===== src/rtl/json_uart_rx.sv =====
// json_uart_rx: 8N1 UART receiver feeding a parser for single-key JSON frames {"K":digits}
// Ports:
//   clk       system clock
//   rst       synchronous active-low reset
//   uart_in   asynchronous UART RX line, idles high
//   key       ASCII key of the last good frame
//   value     parsed value of the last good frame
//   valid     one-cycle pulse when key/value update
//   err       one-cycle pulse on any error
//   err_code  0=framing, 1=syntax, 2=overflow; held until the next err
//   busy      high while a frame is open
// Option: define JSON_NEG_EN to accept one leading '-' and report value as two's complement.
module json_uart_rx #(
   parameter int CLK_FREQ   = 50000000,
   parameter int BAUD       = 115200,
   parameter int MAX_DIGITS = 5,
   parameter int VAL_W      = 16
) (
   input  logic             clk,
   input  logic             rst,
   input  logic             uart_in,
   output logic [7:0]       key,
   output logic [VAL_W-1:0] value,
   output logic             valid,
   output logic             err,
   output logic [1:0]       err_code,
   output logic             busy
);
   localparam int CPB = CLK_FREQ / BAUD;
   localparam int CW  = $clog2(CPB);
   localparam int DW  = $clog2(MAX_DIGITS + 1);
   localparam int AW  = VAL_W + 4;
`ifdef JSON_NEG_EN
   localparam bit NEG_EN = 1'b1;
`else
   localparam bit NEG_EN = 1'b0;
`endif
   localparam logic [AW-1:0] LIM_U = {4'd0, {VAL_W{1'b1}}};
   localparam logic [AW-1:0] LIM_P = {5'd0, {(VAL_W-1){1'b1}}};
   localparam logic [AW-1:0] LIM_N = LIM_P + AW'(1);
   typedef enum logic [1:0] {IDLE, START, DATA, STOP} rx_t;
   typedef enum logic [2:0] {P_IDLE, P_Q1, P_KEY, P_Q2, P_COLON, P_DIG} p_t;
   logic [1:0]    sync;
   logic          rxd;
   rx_t           rx_st, rx_nxt;
   logic [CW-1:0] cnt;
   logic [2:0]    bit_i;
   logic [7:0]    sh;
   logic          byte_stb, fe_stb, cnt_done, half_done;
   p_t            p_st, p_nxt;
   logic [7:0]    pkey;
   logic [AW-1:0] acc, acc_new, lim;
   logic [DW-1:0] ndig;
   logic          neg, is_dig, set_valid, set_err, ld_key, clr_acc, ld_dig, ld_neg;
   logic [1:0]    code;
   assign rxd       = sync[1];
   assign cnt_done  = cnt == CW'(CPB - 1);
   assign half_done = cnt == CW'(CPB / 2 - 1);
   always_comb begin
      rx_nxt = rx_st;
      case (rx_st)
         IDLE:    rx_nxt = rxd ? IDLE : START;
         START:   rx_nxt = !half_done ? START : rxd ? IDLE : DATA;
         DATA:    rx_nxt = (cnt_done && bit_i == 3'd7) ? STOP : DATA;
         STOP:    rx_nxt = cnt_done ? IDLE : STOP;
         default: rx_nxt = IDLE;
      endcase
   end
   // The shift register doubles as the received byte once byte_stb fires.
   always_ff @(posedge clk) begin
      if (!rst) begin
         sync     <= 2'b11;
         rx_st    <= IDLE;
         cnt      <= '0;
         bit_i    <= '0;
         sh       <= '0;
         byte_stb <= 1'b0;
         fe_stb   <= 1'b0;
      end else begin
         sync     <= {sync[0], uart_in};
         rx_st    <= rx_nxt;
         cnt      <= (rx_nxt != rx_st || (rx_st == DATA && cnt_done)) ? '0 : cnt + 1'b1;
         if (rx_st == DATA && cnt_done) begin
            sh    <= {rxd, sh[7:1]};
            bit_i <= bit_i + 1'b1;
         end
         byte_stb <= rx_st == STOP && cnt_done && rxd;
         fe_stb   <= rx_st == STOP && cnt_done && !rxd;
      end
   end
   assign is_dig  = sh >= "0" && sh <= "9";
   assign acc_new = (acc << 3) + (acc << 1) + AW'(sh[3:0]);
   assign lim     = !NEG_EN ? LIM_U : neg ? LIM_N : LIM_P;
   always_comb begin
      p_nxt     = p_st;
      set_valid = 1'b0;
      set_err   = 1'b0;
      code      = 2'd1;
      ld_key    = 1'b0;
      clr_acc   = 1'b0;
      ld_dig    = 1'b0;
      ld_neg    = 1'b0;
      if (fe_stb) begin
         set_err = 1'b1;
         code    = 2'd0;
         p_nxt   = P_IDLE;
      end else if (byte_stb) begin
         if (sh == "{") begin
            // An opening brace always starts a fresh frame; inside a frame it also flags a syntax error.
            set_err = p_st != P_IDLE;
            p_nxt   = P_Q1;
         end else begin
            case (p_st)
               P_IDLE:  p_nxt = P_IDLE;
               P_Q1:    begin set_err = sh != 8'h22; p_nxt = P_KEY; end
               P_KEY:   begin set_err = sh < "A" || sh > "Z"; ld_key = 1'b1; p_nxt = P_Q2; end
               P_Q2:    begin set_err = sh != 8'h22; p_nxt = P_COLON; end
               P_COLON: begin set_err = sh != ":"; clr_acc = 1'b1; p_nxt = P_DIG; end
               P_DIG: begin
                  if (is_dig) begin
                     ld_dig = 1'b1;
                     if (ndig == DW'(MAX_DIGITS) || acc_new > lim) begin
                        set_err = 1'b1;
                        code    = 2'd2;
                     end
                  end else if (sh == "}" && ndig != '0) begin
                     set_valid = 1'b1;
                     p_nxt     = P_IDLE;
                  end else if (NEG_EN && sh == "-" && ndig == '0 && !neg) begin
                     ld_neg = 1'b1;
                  end else begin
                     set_err = 1'b1;
                  end
               end
               default: p_nxt = P_IDLE;
            endcase
            if (set_err) p_nxt = P_IDLE;
         end
      end
   end
   always_ff @(posedge clk) begin
      if (!rst) begin
         p_st     <= P_IDLE;
         pkey     <= '0;
         acc      <= '0;
         ndig     <= '0;
         neg      <= 1'b0;
         key      <= '0;
         value    <= '0;
         valid    <= 1'b0;
         err      <= 1'b0;
         err_code <= '0;
         busy     <= 1'b0;
      end else begin
         p_st  <= p_nxt;
         valid <= set_valid;
         err   <= set_err;
         busy  <= p_nxt != P_IDLE;
         if (set_err) err_code <= code;
         if (set_valid) begin
            key   <= pkey;
            value <= neg ? -acc[VAL_W-1:0] : acc[VAL_W-1:0];
         end
         if (ld_key) pkey <= sh;
         if (clr_acc) begin
            acc  <= '0;
            ndig <= '0;
            neg  <= 1'b0;
         end
         if (ld_dig) begin
            acc  <= acc_new;
            ndig <= ndig + 1'b1;
         end
         if (ld_neg) neg <= 1'b1;
      end
   end
endmodule


===== config.mk =====
export PLATFORM = sky130hd
export DESIGN_NAME = json_uart_rx
export DESIGN_NICKNAME = d
export VERILOG_FILES = /design/src/rtl/json_uart_rx.sv
export SDC_FILE = /design/constraint.sdc
export NUM_CORES = 1
export LEC_CHECK = 0
export BUFFER_PORTS_ARGS = -buffer_cell sky130_fd_sc_hd__buf_2
export CORE_UTILIZATION = 63
export CTS_BUF_LIST = sky130_fd_sc_hd__clkbuf_8
export DETAILED_ROUTE_END_ITERATION = 6
export PLACE_DENSITY = 0.82
export SLEW_MARGIN = 20
export SYNTH_ARGS = -nofsm -noshare
export SYNTH_HDL_FRONTEND = slang
export SYNTH_SLANG_ARGS = --single-unit

===== constraint.sdc =====
create_clock -name clk -period 5.99 [get_ports clk]
set_clock_uncertainty 0.15 [all_clocks]
set_input_delay 0.599 -clock clk [delete_from_list [all_inputs] [get_ports clk]]
set_output_delay 0.599 -clock clk [all_outputs]
set_load 0.01 [all_outputs]

==> results of run 1 <==
==> worst max-delay path by stage <==
stage / start / endpoint / slack (ns) / depth (start not counted)
final: sh[3] / err_code[0] / 2.44 / 11
after global routing: sh[3] / err_code[0] / 2.11 / 11
after CTS: sh[3] / err_code[0] / 2.44 / 11
after detailed placement: sh[3] / err_code[0] / 2.45 / 11
after global placement: sh[3] / err_code[0] / 2.53 / 11
after floorplan: sh[3] / err_code[0] / 2.69 / 13
==> critical path: cells and delay by family, from the launching register on <==
| family | cells | cell delay, ns |
|---|---|---|
| muxes | 1 | 0.23 |
| DFF | 1 | 0.45 |
| adders and majority gates | 2 | 0.97 |
| AOI/OAI and AO/OA | 5 | 1.24 |
| buffers and inverters | 1 | 0.09 |
| and+or+nand+nor | 2 | 0.31 |
==> cell usage in the layout (no fill, tap or decap), types with 3 or more instances in the layout <==
master and count:
and2_1 5, o31ai_1 3, nand3_1 9, o211a_1 3, inv_1 19, a31oi_1 3, a21o_1 5, ha_1 42
nor2_1 24, xor2_1 9, a22oi_1 19, a21oi_1 24, nor2b_1 70, clkbuf_8 9, nand2_1 37, mux2i_1 45
dfxtp_1 88, nand3b_1 3, o21ai_0 21, o211ai_1 4, and3_1 4, nor3_1 9, nor3b_1 4, buf_2 31
or3_1 3, xnor2_1 13, nand2b_1 12
==> per-layer routing <==
layer  up-vias  GRT usage  wire (microns)
met5         -          0               0
met4         0    0.09392             157
met3        15    0.05025             324
met2        86     0.4495            4953
met1      1803     0.3011            4558
li1       1935          -               -
==> sequential cells by signal (all words and copies together), names as in the netlist, 2 cells and up <==
register and cells:
acc 19, bit_i 3, cnt 9, err_code 2, key 8, ndig 3
p_st 3, pkey 8, rx_st 2, sh 8, sync 2, value 16
==> logic make-up (layout without fill, tap and decap cells) <==
family                     Yosys count  in the layout  share of synthesized area
AOI/OAI and AO/OA                  108            108                     0.1555
xor gates and xnor gates            22             22                    0.03856
adders and majority gates           44             44                     0.1132
buffers and inverters               44             65                    0.03755
DFF                                 88             88                     0.3525
muxes                               45             45                    0.09013
and+or+nand+nor                    192            192                     0.2126
==> layout make-up <==
| cell class | instances | area [sq um] | share of cell area |
|---|---|---|---|
| multi-input combinational | 411 | 3063 | 0.5685 |
| sequential | 88 | 1762 | 0.3270 |
| timing repair buffer | 33 | 170.2 | 0.03158 |
| tap | 102 | 127.6 | 0.02369 |
| clock buffer | 9 | 123.9 | 0.02299 |
| clock inverter | 6 | 77.57 | 0.01440 |
| inverter | 17 | 63.81 | 0.01184 |
==> per-stage QoR <==
stage | worst slack (ns) | total power [W] | hold WS, ns
after global placement | 2.527 | 0.0006346 | 0.2401
after CTS | 2.443 | 0.001060 | 0.2748
after global routing | 2.108 | 0.001089 | 0.2757
after floorplan | 2.693 | 0.0006295 | 0.2363
final | 2.438 | 0.001055 | 0.2654
after detailed placement | 2.452 | 0.0006362 | 0.2615
==> power breakdown <==
group | total, W | internal, W | switching, W
sequential | 0.000593 | 0.000588 | 0.00000467
clock | 0.000432 | 0.000229 | 0.000204
combinational | 0.0000295 | 0.0000137 | 0.0000158
total | 0.00105 | 0.000831 | 0.000224
==> implementation parameters, run 1 <==
Parameter                              Value

Run status
  Run status ... finished clean

Clock network
  Clock tree root buffer cell ... clkbuf_8
  CTS Buf Count ... 9
  Max Buffers Root-to-Sink ... 2
  CTS tree ... yes
  Sinks on the clock net ... 88
  Resized cells post-CTS ... 0
  Clock network latency to the later pin of the worst-skew pair ... 0.35 ns
  Total setup buffers inserted after CTS ... 0
  H-tree levels ... 3
  Count of hold buffers inserted by post-cts repair ... 0
  Clock transition at path regs ... approximately 0.080 ns

Floorplanning
  Chip Height ... roughly 90 microns
  # IOs ... 32
  Placement Rows ... 32
  Core Region ... approximately 0.0077 sq mm
  Area of the die ... 0.008292 sq mm
  Starting Density ... 0.6501
  Die boundary width ... ~91 microns

Timing
  Setup-violating endpoint count in the final report ... 0
  Minimum period implied by the final worst setup slack ... between 3 and 4 ns
  Number of max-slew violations in the final report ... 0
  Final Hold Vio Count ... 0
  Worst slew slack as a fraction of its limit ... 0.3219
  Max frequency ... around 280 MHz
  Least-Margin Pin Slew ... approximately 1.0 ns
  Part of the cycle the worst path needs ... 0.5930
  Unrepaired setup endpoints after global routing ... false
  Final sum of negative setup slack ... 0 ns

Worst setup path
  Setup crit end kind ... register
  Classification of the worst setup path ... register to register
  Cell repeated most along the worst path ... fa_1
  Delay of the slowest cell on the worst path ... roughly 0.52 ns
  Largest fanout on the critical path ... 8
  Req. time, crit path ... 6.09 ns
  Capture point of the worst reg-to-reg path ... err_code[0]
  Setup crit start kind ... register
  Worst EP arrival ... roughly 3.7 ns
  Startpoint of the most critical register-to-register path ... sh[3]
  CP max-delay cell ... fa_1
  FF-to-FF setup slack ... roughly 2.4 ns
  Cells along the critical path ... inv_1 -> fa_1 -> fa_1 -> nand2b_1 -> a21oi_1 -> o21ai_0 -> mux2i_1 -> o31ai_1 -> a2111oi_4 -> nor3_2 -> o211a_1
  Number of cells on the worst reg-to-reg path ... 11

Synthesis
  Leading register cell type out of synthesis ... dfxtp_1
  FFs w/ async S/R, synth ... 0
  Synthesized area divided by synthesized cell count ... approximately 9.2 sq um
  Top cells by area, synth ... dfxtp_1 35%, ha_1 11%, mux2i_1 9.0%, nor2b_1 8.8%, a22oi_1 2.9%
  Nets in the synthesized netlist ... slightly below 600
  Synth area leader ... dfxtp_1
  Most frequently used cell type in the post-synthesis netlist ... dfxtp_1
  Yosys warning total ... 0
  Post-synth EDFFs ... 0
  Most common library cells after synthesis ... 88 x dfxtp_1, 70 x nor2b_1, 45 x mux2i_1, 42 x ha_1, 37 x nand2_1
  Flop and latch count out of synthesis ... 88
  Synth cell types ... just under 60
  Top-area cell type share of the netlist area ... 0.3525
  Fraction of the yosys area taken by sequential cells ... 0.3525
  Post-synthesis cell count ... 543
  Cell area after technology mapping ... ~0.005 sq mm

Drt
  Via density per instance ... slightly below 6
  Detail-routed net length per standard cell ... 15.01 microns
  DRC violation total after the first TritonRoute iteration ... between 150 and 200
  Number of search-and-repair iterations in the first detailed-routing pass ... 5
  Total length of routed wires ... 9.994 mm
  Drt drc ... 0
  DR vias ... approximately 3,800
  Antenna Violating Nets Remaining ... 0

Power and ir drop
  Peak ir drop on the vdd network ... 190.0 uV
  Cell Pwr Density ... around 200 mW/mm^2
  Leak ... between 2 and 2.5 nW

Final layout
  Antenna diode count ... 0
  Non-filler cells, final ... around 670
  Layout Utilization ... 0.7008
  NumNets Final ... 607
  Count of fill cells added during filler insertion ... between 600 and 700
  Cell area after layout ... 0.005388 sq mm
  Layout Area Growth over Synthesis ... 7.812%
  Proportion of layout cells with a drive suffix above 1 ... 0.1028

Worst hold path
  Cell depth of the worst min-delay path ... 1
  Worst hold path startpoint ... sync[0]
  Hold Path Sink ... sync[1]
  Path type of the worst min-delay path ... register to register

Global route
  Number of antenna violations at the first check in global routing ... 0
  Wire length of the first global-routing pass ... 17.04 mm
  Overall Global Routing Usage ... 0.2533
  Number of global-route vias before repair ... 3,802
  Pin count of the biggest net entering global routing ... 76
  Final global-route overflow total ... 0

Job
  Maximum capacitance violations ... 0

Placed design
  HPWL after detailed placement ... 7.142 mm
  RePlAce Congestion ... between 0.9 and 1
  Placed instance area ... ~0.0052 sq mm
  Number of buffers inserted by port buffering ... 31
  # placed instances ... approximately 650
No activity file was read; power rests on OpenSTA's default activity.
==> run 2: changes to the inputs <==
==> constraint.sdc (replaced) <==
create_clock -name clk -period 3.6 [get_ports clk]
set_clock_uncertainty 0.15 [all_clocks]
set_input_delay 0.36 -clock clk [delete_from_list [all_inputs] [get_ports clk]]
set_output_delay 0.36 -clock clk [all_outputs]
set_load 0.01 [all_outputs]
==> run 2 against run 1 <==
The run now ends with DRC left. Utilization rose by 0.47 points. Fmax rose by 4.4%. Sequential share of layout area fell by 0.22 points. Cell area rose by 0.67%. Worst hold slack got worse by 0.23 ns. Sequential cell count did not move. Critical endpoint unchanged. Largest cell class unchanged.
==> implementation parameters, run 2 (synthesis results as in run 1) <==
Parameter                              Value

Worst setup path
  Req. time, crit path ... 3.70 ns
  Worst EP arrival ... roughly 3.5 ns
  Setup crit end kind ... register
  Number of cells on the worst reg-to-reg path ... 12
  Timing startpoint of the critical path ... acc[0]
  Worst setup endpoint ... err_code[0]
  Classification of the worst setup path ... register to register
  Largest fanout on the critical path ... 5
  Startpoint of the most critical register-to-register path ... acc[0]
  FF-to-FF setup slack ... a little under 0.2 ns
  Setup crit start kind ... register
  Capture point of the worst reg-to-reg path ... err_code[0]

Final layout
  Footprint of the multi-input gates ... 0.003069 sq mm
  Area taken by flip-flops and latches ... between 0.0015 and 0.002 sq mm
  Layout Area Growth over Synthesis ... 8.538%
  Top library cells by usage in the layout, fill and taps aside ... 88 x dfxtp_1, 70 x nor2b_1, 45 x mux2i_1
  Largest regs ... acc x19, value x16, cnt x9
  Max FFs per register ... 19
  NumNets Final ... 611
  Count of fill cells added during filler insertion ... 645
  Antenna diode count ... 0
  Register with the most flip-flops ... acc
  Leading cell type in the layout, fill and taps excluded ... dfxtp_1
  Proportion of layout cells with a drive suffix above 1 ... 0.1160

Clock network
  H-tree levels ... 3
  CTS Buf Count ... 9
  Max Buffers Root-to-Sink ... 2
  Resized cells post-CTS ... 0
  Sinks on the clock net ... roughly 90
  Total setup buffers inserted after CTS ... 0
  CTS tree ... yes
  Clock network latency to the later pin of the worst-skew pair ... 0.36 ns
  Clock transition at path regs ... 0.10 ns
  Count of hold buffers inserted by post-cts repair ... 0
  Clock tree root buffer cell ... clkbuf_8

Drt
  Antenna Violating Nets Remaining ... 0
  Number of search-and-repair iterations in the first detailed-routing pass ... 7
  Total length of routed wires ... 9.648 mm
  Drt drc ... 1
  DRC violation total after the first TritonRoute iteration ... 220
  DR vias ... 3,884
  Detail-routed net length per standard cell ... ~14 microns
  Via density per instance ... around 5.8

Power and ir drop
  Part of the power in the clock network ... 0.405
  Switching component of the power ... a little over 0.0004 W
  Total internal power ... 0.001330 W
  Cell Pwr Density ... 320.6 mW/mm^2
  Switching share of power ... 0.2350
  Peak ir drop on the vdd network ... 239.3 uV
  Part of the power in combinational logic ... 0.028
  Fraction of power consumed by sequential logic ... 0.567
  Leak ... 2.221 nW

Global route
  Overall Global Routing Usage ... 0.2513
  Pin count of the biggest net entering global routing ... 46
  Wire length of the first global-routing pass ... 17.09 mm
  Number of antenna violations at the first check in global routing ... 0
  Number of global-route vias before repair ... roughly 3,800
  Final global-route overflow total ... 0

Placed design
  Number of buffers inserted by port buffering ... 31
  Worst slack at placement ... about 0.15 ns
  RePlAce Congestion ... roughly 0.98
  HPWL after detailed placement ... roughly 7 mm

Job
  Maximum capacitance violations ... 0

Timing
  Least setup slack across all paths after layout ... ~0.20 ns
  Worst slew slack as a fraction of its limit ... 0.3400
  Setup-violating endpoint count in the final report ... 0
  Minimum period implied by the final worst setup slack ... approximately 3.4 ns
  Unrepaired setup endpoints after global routing ... false
  Final Hold Vio Count ... 0
  Final sum of negative setup slack ... 0 ns
  Number of max-slew violations in the final report ... 0
  Part of the cycle the worst path needs ... 0.9453
  Max frequency ... 293.8 MHz
  Least-Margin Pin Slew ... 0.9818 ns

Floorplanning
  Chip Height ... 91.06 microns
  Starting Density ... 0.6501
  # IOs ... 32
  Die boundary width ... approximately 90 microns
  Area of the die ... ~0.0083 sq mm
  Placement Rows ... 32
  Core Region ... between 0.007 and 0.008 sq mm

Run status
  Violations in the final reports ... DRC
  Run status ... finished, violations left

Worst hold path
  Path type of the worst min-delay path ... primary input to register
==> run 2: worst max-delay path, cell delays in order, from the launching register on <==
cell	delay, ns
dfxtp_1	0.39
inv_1	0.08
fa_1	0.56
inv_1	0.06
ha_1	0.30
a211oi_1	0.26
o21ai_2	0.15
o211a_1	0.26
o211ai_1	0.24
o31ai_2	0.14
a2111oi_4	0.38
nor3_2	0.11
o211a_1	0.22
==> run 2: power by group through the flow <==
stage	combinational [W]	sequential (W)	clock, W
after detailed placement	0.0000487	0.00101	0
after global placement	0.0000475	0.00101	0
after global routing	0.0000557	0.000988	0.000758
final	0.0000491	0.000986	0.000704
after floorplan	0.0000417	0.00101	0
after CTS	0.0000488	0.000986	0.000721
==> run 2: worst min path at each step <==
stage / startpoint / end / slack (ns) / cells past startpoint
after floorplan: sync[0] / sync[1] / 0.24 / 1
after global placement: sync[0] / sync[1] / 0.24 / 1
after detailed placement: sync[0] / sync[1] / 0.25 / 1
after CTS: uart_in / sync[0] / 0.02 / 2
after global routing: uart_in / sync[0] / 0.06 / 2
final: uart_in / sync[0] / 0.03 / 2
==> run 2: area by class of cell <==
| class | instances | share of cell area |
|---|---|---|
| Inverter | 17 | 0.01176 |
| Sequential cell | 88 | 0.3248 |
| Tap cell | 102 | 0.02353 |
| Clock buffer | 9 | 0.02284 |
| Clock inverter | 7 | 0.01430 |
| Multi-Input combinational cell | 411 | 0.5659 |
| Timing Repair Buffer | 37 | 0.03691 |
==> run 2: per-stage QoR <==
| step | util | hold slack (ns) | power (W) | area [sq um] | cells |
|---|---|---|---|---|---|
| detailed placement | 0.6782 | 0.2502 | 0.001058 | 5214 | 655 |
| finish | 0.7056 | 0.03322 | 0.001739 | 5424 | 671 |
| global route | 0.7056 | 0.05557 | 0.001801 | 5424 | 671 |
| CTS | 0.7044 | 0.01901 | 0.001756 | 5415 | 671 |
| global placement | 0.6782 | 0.2409 | 0.001056 | 5214 | 655 |
| floorplan | - | 0.2363 | 0.001047 | 4997 | 543 |
==> run 2: routing by layer <==
layer / share of wire / wire (microns) / GRT usage / vias up
met3: 0.028 / 273 / 0.04020 / 25
met4: 0.021 / 200 / 0.1071 / 0
met1: 0.46 / 4443 / 0.3053 / 1822
met2: 0.49 / 4731 / 0.4388 / 77
li1: - / - / - / 1960
met5: 0 / 0 / 0 / -
